[config.mk]
export PLATFORM = sky130hd
export DESIGN_NAME = uart_rx_fifo
export DESIGN_NICKNAME = d
export VERILOG_FILES = /design/src/rtl/uart_pkg.sv /design/src/rtl/uart_fifo_mem.sv /design/src/rtl/uart_rx_fifo.sv
export SDC_FILE = /design/constraint.sdc
export NUM_CORES = 1
export LEC_CHECK = 0
export CORE_MARGIN = 2
export CORE_UTILIZATION = 50
export CTS_BUF_LIST = sky130_fd_sc_hd__clkbuf_4 sky130_fd_sc_hd__clkbuf_8
export DETAILED_ROUTE_END_ITERATION = 10
export MAX_ROUTING_LAYER = met4
export PLACE_DENSITY_LB_ADDON = 0.1
export SLEW_MARGIN = 20
export SYNTH_ARGS = -nofsm -noshare
export SYNTH_HDL_FRONTEND = slang
export SYNTH_SLANG_ARGS = --single-unit
[constraint.sdc]
create_clock -name clk -period 2.3 [get_ports clk]
set_clock_uncertainty 0.05 [all_clocks]
set_input_delay 0.345 -clock clk [delete_from_list [all_inputs] [get_ports clk]]
set_output_delay 0.345 -clock clk [all_outputs]
set_load 0.05 [all_outputs]
[src/rtl/uart_pkg.sv]
// Shared constants for the UART receive path: the receiver's framing settings
// and the default geometry of the receive FIFO.
package uart_pkg;

    localparam int UART_OVERSAMPLE    = 16;
    localparam int UART_STOP_BITS     = 1;
    localparam int UART_PAYLOAD_BITS  = 8;
    localparam int UART_FIFO_DEPTH    = 16;
    // A FIFO entry is {break_flag, character}
    localparam int UART_ENTRY_BITS    = UART_PAYLOAD_BITS + 1;

    typedef enum logic [1:0] {
        RX_IDLE  = 2'd0,
        RX_START = 2'd1,
        RX_DATA  = 2'd2,
        RX_STOP  = 2'd3
    } uart_rx_state_e;

endpackage : uart_pkg

[src/rtl/uart_fifo_mem.sv]
// Register-file storage for the receive FIFO: one write port and one
// asynchronous read port. Contents are deliberately left unreset.
module uart_fifo_mem #(
    parameter int WIDTH = 9,
    parameter int DEPTH = 16,
    parameter int AW    = $clog2(DEPTH)
) (
    input  logic             clk,
    input  logic             i_wr_en,
    input  logic [AW-1:0]    i_wr_addr,
    input  logic [WIDTH-1:0] i_wr_data,
    input  logic [AW-1:0]    i_rd_addr,
    output logic [WIDTH-1:0] o_rd_data
);

    logic [WIDTH-1:0] r_mem [DEPTH];

    always_ff @(posedge clk) begin
        if (i_wr_en) begin
            r_mem[i_wr_addr] <= i_wr_data;
        end
    end

    assign o_rd_data = r_mem[i_rd_addr];

endmodule : uart_fifo_mem

[src/rtl/uart_rx_fifo.sv]
// Receive FIFO behind the UART receiver: stores {break, character} entries,
// tracks occupancy and almost-full, and latches a sticky overflow flag.
module uart_rx_fifo
    import uart_pkg::*;
#(
    parameter int PAYLOAD_BITS = UART_PAYLOAD_BITS,
    parameter int DEPTH        = UART_FIFO_DEPTH,
    parameter int AFULL_LEVEL  = DEPTH - 2
) (
    input  logic                      clk,
    input  logic                      resetn,
    input  logic                      rx_valid,
    input  logic [PAYLOAD_BITS-1:0]   rx_data,
    input  logic                      rx_break,
    output logic                      m_valid,
    input  logic                      m_ready,
    output logic [PAYLOAD_BITS-1:0]   m_data,
    output logic                      m_break,
    output logic [$clog2(DEPTH):0]    level,
    output logic                      rx_afull,
    output logic                      ovf,
    input  logic                      ovf_clr
);

    localparam int AW = $clog2(DEPTH);
    localparam int LW = AW + 1;
    localparam int EW = PAYLOAD_BITS + 1;
    localparam logic [LW-1:0] FULL_LVL  = LW'(DEPTH);
    localparam logic [LW-1:0] AFULL_LVL = LW'(AFULL_LEVEL);

    logic [AW-1:0] r_wr_ptr;
    logic [AW-1:0] r_rd_ptr;
    logic [LW-1:0] r_level;
    logic          r_afull;
    logic          r_ovf;

    logic          w_full;
    logic          w_pop;
    logic          w_push;
    logic          w_ovf_evt;
    logic [LW-1:0] w_level_next;
    logic [EW-1:0] w_head;

    assign w_full    = (r_level == FULL_LVL);
    assign w_pop     = (r_level != '0) && m_ready;
    // A full FIFO still takes a character when the head leaves in the same cycle
    assign w_push    = rx_valid && (!w_full || w_pop);
    assign w_ovf_evt = rx_valid && w_full && !w_pop;

    always_comb begin
        w_level_next = r_level;
        case ({w_push, w_pop})
            2'b10:   w_level_next = r_level + LW'(1);
            2'b01:   w_level_next = r_level - LW'(1);
            default: w_level_next = r_level;
        endcase
    end

    always_ff @(posedge clk) begin
        if (!resetn) begin
            r_wr_ptr <= '0;
            r_rd_ptr <= '0;
            r_level  <= '0;
            r_afull  <= 1'b0;
            r_ovf    <= 1'b0;
        end else begin
            if (w_push) begin
                r_wr_ptr <= r_wr_ptr + AW'(1);
            end
            if (w_pop) begin
                r_rd_ptr <= r_rd_ptr + AW'(1);
            end
            r_level <= w_level_next;
            r_afull <= (w_level_next >= AFULL_LVL);
            // A fresh overflow beats a simultaneous clear
            if (w_ovf_evt) begin
                r_ovf <= 1'b1;
            end else if (ovf_clr) begin
                r_ovf <= 1'b0;
            end
        end
    end

    uart_fifo_mem #(
        .WIDTH (EW),
        .DEPTH (DEPTH),
        .AW    (AW)
    ) u_mem (
        .clk       (clk),
        .i_wr_en   (w_push && resetn),
        .i_wr_addr (r_wr_ptr),
        .i_wr_data ({rx_break, rx_data}),
        .i_rd_addr (r_rd_ptr),
        .o_rd_data (w_head)
    );

    assign m_valid  = (r_level != '0);
    assign m_break  = w_head[EW-1];
    assign m_data   = w_head[PAYLOAD_BITS-1:0];
    assign level    = r_level;
    assign rx_afull = r_afull;
    assign ovf      = r_ovf;

endmodule : uart_rx_fifo

* Word level (Yosys, flattened, before mapping)
Memory sizes are Yosys's and may differ from the RTL's. A register that Yosys moved wholly into a read port is not among the register bits.
Index checks and enable logic that the tools add are counted.
** Operators by class
- Eq/ne operators :: 3
- Add/subtract/negate cells :: 4
- Reduce and logical (&&, ||, !) cells :: 10
- Magnitude comparators :: 1
- Multiplexer cells :: 7
** Operators with widths (number)
- 5-bit one-hot mux with 2 select lines :: 1
- 4-bit by 1-bit adder with 4-bit output (second input constant) :: 2
- 4-bit 2-to-1 mux :: 2
- 5-bit by 1-bit adder with 5-bit output (second input constant) :: 1
- 5-bit == test (second input constant) :: 1
- 5-bit by 4-bit >= comparator with 1-bit output (second input constant) :: 1
- 1-bit logical AND :: 5
- 5-bit nonzero test :: 1
- 5-bit by 1-bit subtractor with 5-bit output (second input constant) :: 1
- 1-bit 2-to-1 mux :: 4
- 2-bit by 1-bit == test with 1-bit output (second input constant) :: 1
- 2-bit == test (second input constant) :: 1
- 1-bit zero test :: 2
- 2-bit nonzero test :: 1
- 1-bit logical OR :: 1
** Word-level totals
- Memories kept :: 1
- RAM bits :: 144
- Bits in registers :: 15
- Output and inout bits :: 17
- Logic and storage cells :: 31
** Memory list
- u_mem.r_mem :: depth 16, bits a word 9, rd ports 1, clocked after memory_dff 1, write ports 1, line uart_fifo_mem.sv:16 : logic [WIDTH-1:0] r_mem [DEPTH];

* Depth between registers and ports, before layout
Gate-level depths: netlist of the first run.
- Word-level depth :: 7
- Gate-level depth with buffers :: 12
- Gate-level depth less buffers :: 11

* Hierarchy
A second synthesis of the first run with hierarchy kept.
** Second synthesis, totals
- Cell total of the unflattened synthesis :: 357
- Area, all modules :: 6536.3 µm²
** By module, submodules not included
- uart_fifo_mem :: area each 5600.4 µm², cells an instance 245, times used 1
- uart_rx_fifo :: area each 935.9 µm², cells an instance 112, times used 1

* Worst setup path after synthesis of the first run
No wires, ideal clock.
- Path type :: register to register
- From :: register r_level[1] (netlist: level[1])
- To :: register r_afull (netlist: rx_afull)
- Library setup time :: 0.133 ns
- Data required time :: 2.117 ns
- Period minus slack after synthesis :: 3.144 ns
- Stages on the path, launching flop included :: 13
- Setup slack :: -0.844 ns
- Path buffers :: 1
- Data arrival time :: 2.961 ns
- Cells stage by stage :: dfxtp_1 -> buf_6 -> nor4_1 -> nand2_1 -> nand2_1 -> nor2_1 -> xor2_1 -> ha_1 -> nand2_1 -> nand4bb_1 -> and3_1 -> o21ai_0 -> o41ai_2
** Between the ends
- Cells in the longest elaborated chain, start to end :: 7
** Ends and longest elaborated chain
- start: declaration :: line uart_rx_fifo.sv:33 : logic [LW-1:0] r_level;
- start signal: assignment :: line uart_rx_fifo.sv:73 : r_level <= w_level_next;
- 5-bit nonzero test (*)
- via m_valid :: line uart_rx_fifo.sv:15 : output logic m_valid,
- 1-bit logical AND (*) :: line uart_rx_fifo.sv:45 : assign w_pop = (r_level != '0) && m_ready;
- 1-bit logical OR :: line uart_rx_fifo.sv:47 : assign w_push = rx_valid && (!w_full || w_pop);
- 1-bit logical AND :: line uart_rx_fifo.sv:47
- 2-bit by 1-bit == test with 1-bit output or 2-bit == test (tied branches) :: line uart_rx_fifo.sv:52 : case ({w_push, w_pop})
- 5-bit one-hot mux with 2 select lines (*) :: line uart_rx_fifo.sv:52
- 5-bit by 4-bit >= comparator with 1-bit output (*) :: line uart_rx_fifo.sv:74 : r_afull <= (w_level_next >= AFULL_LVL);
- end signal: assignment :: line uart_rx_fifo.sv:74
- end: declaration :: line uart_rx_fifo.sv:34 : logic r_afull;
The timed path passes the listed nets; every way through them passes the cells marked *.
A chain may end at the register's enable or synchronous reset.

==> results.sh, run 1 <==
export IMPL_status="finished, violations left"
export IMPL_violations="negative setup slack"
export IMPL_dpl_hpwl_um=8556
export IMPL_die_height_um=117.9
export IMPL_startpoint_type="flip-flop"
export IMPL_fin_tns_setup_ns=-3.148
export IMPL_cp_data_required_time_ns=1.90
export IMPL_cts_tree="yes"
export IMPL_reg2regPathDepth=11
export IMPL_drc_errors=0
export IMPL_fin_crit_ns=2.662
export IMPL_num_nets_final=441
export IMPL_die_area_mm2=0.01389
export IMPL_die_w_um=117.9
export IMPL_grt_ovfl_total=0
export IMPL_viasPerCell=5.485
export IMPL_synthMuxAreaShare_pct=16.19
export IMPL_synth_top_family_by_area="multiplexers"
export IMPL_start_util_pct=51.38
export IMPL_core_area_mm2=0.01262
export IMPL_worstSetupEndpoint="m_data[7]"
export IMPL_arrival_ns=2.27
export IMPL_leakagePower_nw=2.611
export IMPL_period_share_pct=115.7
export IMPL_synthesis_nets=360
export IMPL_design_area_mm2=0.007969
export IMPL_antenna_found_initial=2
export IMPL_crit_chain="buf_12, mux4_2, mux4_2, buf_6"
export IMPL_antenna_left=0
export IMPL_synth_ff_type="edfxtp_1"
export IMPL_synth_compound_area_share_pct=2.046
export IMPL_worst_pin_slew_ns=1.008
export IMPL_place_gp_congestion=0.8448
export IMPL_yosysTopAreaCellShare_pct=66.69
export IMPL_end_kind="primary output"
export IMPL_area_growth_pct=22.91
export IMPL_finalMaxSlewViolations=0
export IMPL_cts_hold_buf=0
export IMPL_syn_area_per_cell_um2=19.07
export IMPL_finalHoldViolations=0
export IMPL_cts_root_buf="clkbuf_8"
export IMPL_hold_class="flip-flop to flip-flop"
export IMPL_async_flop_share_pct=0
export IMPL_cts_made_buffers=17
export IMPL_yosys_area_top_type="edfxtp_1"
export IMPL_synth_edff_count=144
export IMPL_grt_max_degree=37
export IMPL_syn_area_mm2=0.006484
export IMPL_setup_viol=9
export IMPL_design_portCount=31
export IMPL_portBuffers=30
export IMPL_cp_top_family="multiplexers"
export IMPL_clock_fmax_mhz=375.7
export IMPL_critPathMaxStageDelay_ns=0.55
export IMPL_slew_headroom_pct=32.57
export IMPL_whs_ns=0.4252
export IMPL_vias=3335
export IMPL_synth_warnings=0
export IMPL_fin_util_pct=63.15
export IMPL_p_total_mw=7.844
export IMPL_first_pass_iters=4
export IMPL_cts_max_level=4
export IMPL_clk_pin_slew_worst_paths_ns=0.09
export IMPL_cts_num_sinks=163
export IMPL_pre_cts_slack_ns=-0.1568
export IMPL_synth_cell_types=39
export IMPL_grt_pass1_vias=3471
export IMPL_rsz0062_at_grt="yes"
export IMPL_clk_latency_ns=0.45
export IMPL_synth_simple_area_share_pct=4.998
export IMPL_cts_path_max_buffers=2
export IMPL_post_place_cells=568
export IMPL_synth_xor_area_share_pct=1.351
export IMPL_grt_first_pass_wirelength_um=20150
export IMPL_track_usage_pct=20.68
export IMPL_num_rows=41
export IMPL_crit_type="flip-flop to primary output"
export IMPL_ir_drop_mv=0.7016
export IMPL_setup_ws_ns=-0.3618
export IMPL_drtIter0Drc=278
export IMPL_postSynthCellCount=340
export IMPL_p_per_area_mw_per_mm2=984.3
export IMPL_wl_per_cell_um=21.38
export IMPL_cp_num_buf_inv=2
export IMPL_r2r_start="level[3]"
export IMPL_hold_start="ovf"
export IMPL_drive_gt1_share_pct=38.71
export IMPL_crit_top_cell="mux4_2"
export IMPL_synth_area_leaders="edfxtp_1 (67%), mux4_2 (16%), dfxtp_1 (5.9%), nor2_1 (1.9%), ha_1 (1.2%)"
export IMPL_synth_fa_ha_area_share_pct=1.158
export IMPL_worstReg2RegEnd="rx_afull"
export IMPL_routed_wl_um=13000
export IMPL_worstPathMaxFanout=17
export IMPL_rrSetupSlack_ns=0.10
export IMPL_maxCapViolCount=0
export IMPL_postPlaceCellArea_mm2=0.007431
export IMPL_seq_area_frac_synth_pct=72.56
export IMPL_critical_path_slowest_cell="mux4_2"
export IMPL_cp_depth=4
export IMPL_layout_cells_non_filler=608
export IMPL_ys_ff_latch=163
[registers in the layout, indices dropped and copies added (netlist names), named ones only]
signal       count
level            5
ovf              1
r_rd_ptr         4
r_wr_ptr         4
rx_afull         1
u_mem.r_mem    144
[cell families after synthesis]
group                    Yosys count
AO/OA/AOI/OAI                     19
XOR/XNOR                          10
adder cells (fa/ha/maj)            6
AND/OR/NAND/NOR                   68
buffers and inverters             26
flip-flops                       163
multiplexers                      48
[tightest hold or removal path: cells and delay by family (launching register included)]
| family | cells | cell delay [ns] |
|---|---|---|
| flops | 1 | 0.32 |
| simple gates | 1 | 0.06 |
| compound gates | 1 | 0.05 |
[where the power goes]
part / leakage (nW) / total [mW] / internal (mW) / switching [mW]
combinational: 0.980 / 2.51 / 1.25 / 1.26
clock: 0.176 / 1.92 / 0.859 / 1.07
sequential: 1.45 / 3.41 / 3.32 / 0.0936
total: 2.61 / 7.84 / 5.42 / 2.42
[cell usage after synthesis (all sizes together) (5+ instances only)]
cell type / number
buf: 8
clkbuf: 12
mux4: 45
nor2: 32
inv: 6
ha: 6
a21oi: 6
xor2: 6
nand2: 10
nand3: 5
dfxtp: 19
edfxtp: 144
[cells in the final DEF (no fill, tap or decap), types with 2 or more instances in the layout]
cell type          n
nor2b_1            2
nand2b_1           3
xor2_1             6
clkdlybuf4s50_1   20
nand2_4            2
clkinv_4           5
nor3_2             4
nand4b_1           2
nand4_1            3
edfxtp_1         144
ha_1               5
dfxtp_1           13
a21oi_1            5
buf_6              9
dfxtp_2            4
dfxtp_4            2
inv_1              6
clkinvlp_4         4
nand2_1            7
diode_2            2
inv_6              2
nand3_1            5
nor2_2             7
clkbuf_8          17
and3_1             2
xnor2_1            4
buf_4             39
buf_12            10
clkinv_2           2
mux4_2            45
nor2_1            25
[what timing repair did]
action,in CTS,in global routing
endpoints found under the setup margin,10,12
endpoints found under the hold margin,0,0
setup buffers,1,3
cloned,1,1
pin swaps,0,8
resized for setup,12,8
[area by class of cell]
class                           count  area, µm²
Antenna cell                        2      5.005
Inverter                            6      22.52
Clock buffer                       17      234.0
Timing Repair Buffer               82      870.8
Fill cell                         931       4651
Clock inverter                     15      135.1
Multi-Input combinational cell    151       1769
Tap cell                          172      215.2
Sequential cell                   163       4717
[metal layers]
metal  global-route usage, %  up-vias  part of all wire [%]
met3                   5.766       10                   4.5
met1                   26.21     1740                    42
met4                   6.099        0                  0.92
li1                        -     1527                     -
met2                   33.03       58                    52
met5                       -        -                     0
[worst min path at each step]
stage,cells after the start,slack (ns),endpoint
6_report,2,0.43,ovf
3_5_place_dp,2,0.41,ovf
3_3_place_gp,2,0.41,ovf
5_1_grt,2,0.47,ovf
2_1_floorplan,0,0.39,u_mem.r_mem[0][0]
4_1_cts,2,0.42,ovf
(Power assumes the default switching activity.)
==> inputs of run 2 (changes only) <==
Settings changed: CELL_PAD_IN_SITES_DETAIL_PLACEMENT set to 1, CELL_PAD_IN_SITES_GLOBAL_PLACEMENT set to 2, CORE_UTILIZATION 50 to 43, PLACE_DENSITY_LB_ADDON 0.1 to 0.08.
==> results.sh, run 2 (synthesized netlist as in run 1, its figures left out) <==
export IMPL_status="finished, violations left"
export IMPL_violations="negative setup slack"
export IMPL_largest_reg_flops=144
export IMPL_regMostFlops="u_mem.r_mem"
export IMPL_r2r_start="level[1]"
export IMPL_die_w_um=126.8
export IMPL_final_cell_mix="edfxtp_1 (144), mux4_2 (45), buf_4 (35)"
export IMPL_power_switching_mw=2.409
export IMPL_cp_data_required_time_ns=1.90
export IMPL_startpoint_type="flip-flop"
export IMPL_num_rows=44
export IMPL_hold_start="ovf"
export IMPL_maxCapViolCount=0
export IMPL_area_growth_pct=24.43
export IMPL_setup_viol=9
export IMPL_wl_per_cell_um=24.02
export IMPL_leakagePower_nw=2.642
export IMPL_netSwitchingFraction_pct=29.88
export IMPL_cts_tree="yes"
export IMPL_place_gp_congestion=0.8327
export IMPL_crit_type="flip-flop to primary output"
export IMPL_worstPathMaxFanout=6
export IMPL_fin_tns_setup_ns=-3.279
export IMPL_p_per_area_mw_per_mm2=999.6
export IMPL_num_nets_final=443
export IMPL_design_portCount=31
export IMPL_finalMaxSlewViolations=0
export IMPL_comb_power_share_pct=34.2
export IMPL_die_height_um=126.8
export IMPL_drtIter0Drc=293
export IMPL_grt_first_pass_wirelength_um=22750
export IMPL_routed_wl_um=14840
export IMPL_min_to="ovf"
export IMPL_fin_util_pct=55.09
export IMPL_drc_errors=0
export IMPL_slew_headroom_pct=61.78
export IMPL_power_frac_seq_pct=42.2
export IMPL_final_common_cell="edfxtp_1"
export IMPL_cts_num_sinks=163
export IMPL_hold_depth=2
export IMPL_n_antenna_cell=0
export IMPL_cts_path_max_buffers=2
export IMPL_p_total_mw=8.064
export IMPL_first_pass_iters=4
export IMPL_antenna_left=0
export IMPL_track_usage_pct=20.52
export IMPL_clk_pin_slew_worst_paths_ns=0.07
export IMPL_rsz0062_at_grt="yes"
export IMPL_vias=3405
export IMPL_setup_ws_ns=-0.3833
export IMPL_grt_pass1_vias=3789
export IMPL_whs_ns=0.4229
export IMPL_arrival_ns=2.29
export IMPL_portBuffers=30
export IMPL_p_int_mw=5.655
export IMPL_rrSetupSlack_ns=0.11
export IMPL_antenna_found_initial=0
export IMPL_cts_root_buf="clkbuf_8"
export IMPL_worst_pin_slew_ns=0.5716
export IMPL_die_area_mm2=0.01608
export IMPL_worstReg2RegEnd="rx_afull"
export IMPL_core_area_mm2=0.01464
export IMPL_pre_cts_slack_ns=-0.07641
export IMPL_dpl_hpwl_um=9546
export IMPL_finalHoldViolations=0
export IMPL_start_util_pct=44.28
export IMPL_clk_latency_ns=0.43
export IMPL_end_kind="primary output"
export IMPL_grt_max_degree=24
export IMPL_grt_ovfl_total=0
export IMPL_drive_gt1_share_pct=37.79
export IMPL_clock_fmax_mhz=372.7
export IMPL_cts_max_level=4
export IMPL_reg2regPathDepth=10
export IMPL_p_clk_share_pct=23.6
export IMPL_fin_crit_ns=2.683
export IMPL_ir_drop_mv=0.4071
export IMPL_period_share_pct=116.7
export IMPL_hold_class="flip-flop to flip-flop"
export IMPL_cts_made_buffers=17
export IMPL_viasPerCell=5.510
-- run 2: cell count changes in the layout (fill, tap and decap cells not counted), sizes merged --
cell      change
buf           +3
diode         -2
inv           -2
clkbuf        -1
clkinvlp      -1
bufinv        +1
-- run 2: how the worst max path moves through the flow --
stage / from / end / slack, ns / cells after the start
after floorplan: level[1] / rx_afull / -0.15 / 11
after global placement: m_ready / rx_afull / -0.004 / 10
after detailed placement: m_ready / rx_afull / -0.08 / 10
after CTS: flip-flop / m_data[1] / -0.44 / 5
after global routing: flip-flop / m_data[1] / -0.45 / 5
final: flip-flop / m_data[3] / -0.38 / 5
-- run 2: layer usage --
metal / track usage, % / wire length, µm / vias up
met5: - / 0 / -
met4: 7.111 / 238 / 0
met3: 4.218 / 611 / 14
met2: 33.86 / 7702 / 84
met1: 25.54 / 6291 / 1780
li1: - / - / 1527
-- run 2: final cells by class --
type                    instances  area [µm²]
clock buffers                  17       234.0
clock inverters                13       120.1
fillers                      1330        6576
inverters                       6       22.52
multi-input cells             151        1765
flip-flops and latches        163        4720
well taps                     184       230.2
repair buffers                 84       975.9
-- run 2: repair_timing --
| action | CTS | global route |
|---|---|---|
| setup endpoints to repair | 10 | 12 |
| setup buffers | 4 | 3 |
| pin swaps | 0 | 4 |
| resized for setup | 22 | 7 |
| cloned | 4 | 0 |
| hold buffers | 0 | 0 |
-- run 2: stage by stage --
| step | instances | area [µm²] |
|---|---|---|
| after global routing | 618 | 8068 |
| final | 618 | 8068 |
| after global placement | 578 | 7481 |
| after CTS | 616 | 8036 |
| after detailed placement | 578 | 7481 |
| after floorplan | 340 | 6588 |
-- run 2: power groups by stage --
stage               clock (mW)  sequential [mW]  combinational, mW
global route              2.06             3.42               2.93
finish                    1.91             3.40               2.76
CTS                       1.97             3.41               2.74
global placement             0             3.47               2.31
floorplan                    0             3.55               1.56
detailed placement           0             3.47               2.34
-- run 2: worst max-delay path: stages, from the launching register on --
cell and delay [ns]:
dfxtp_4 0.38, buf_6 0.13, buf_12 0.13, mux4_2 0.54, mux4_2 0.51, buf_8 0.17
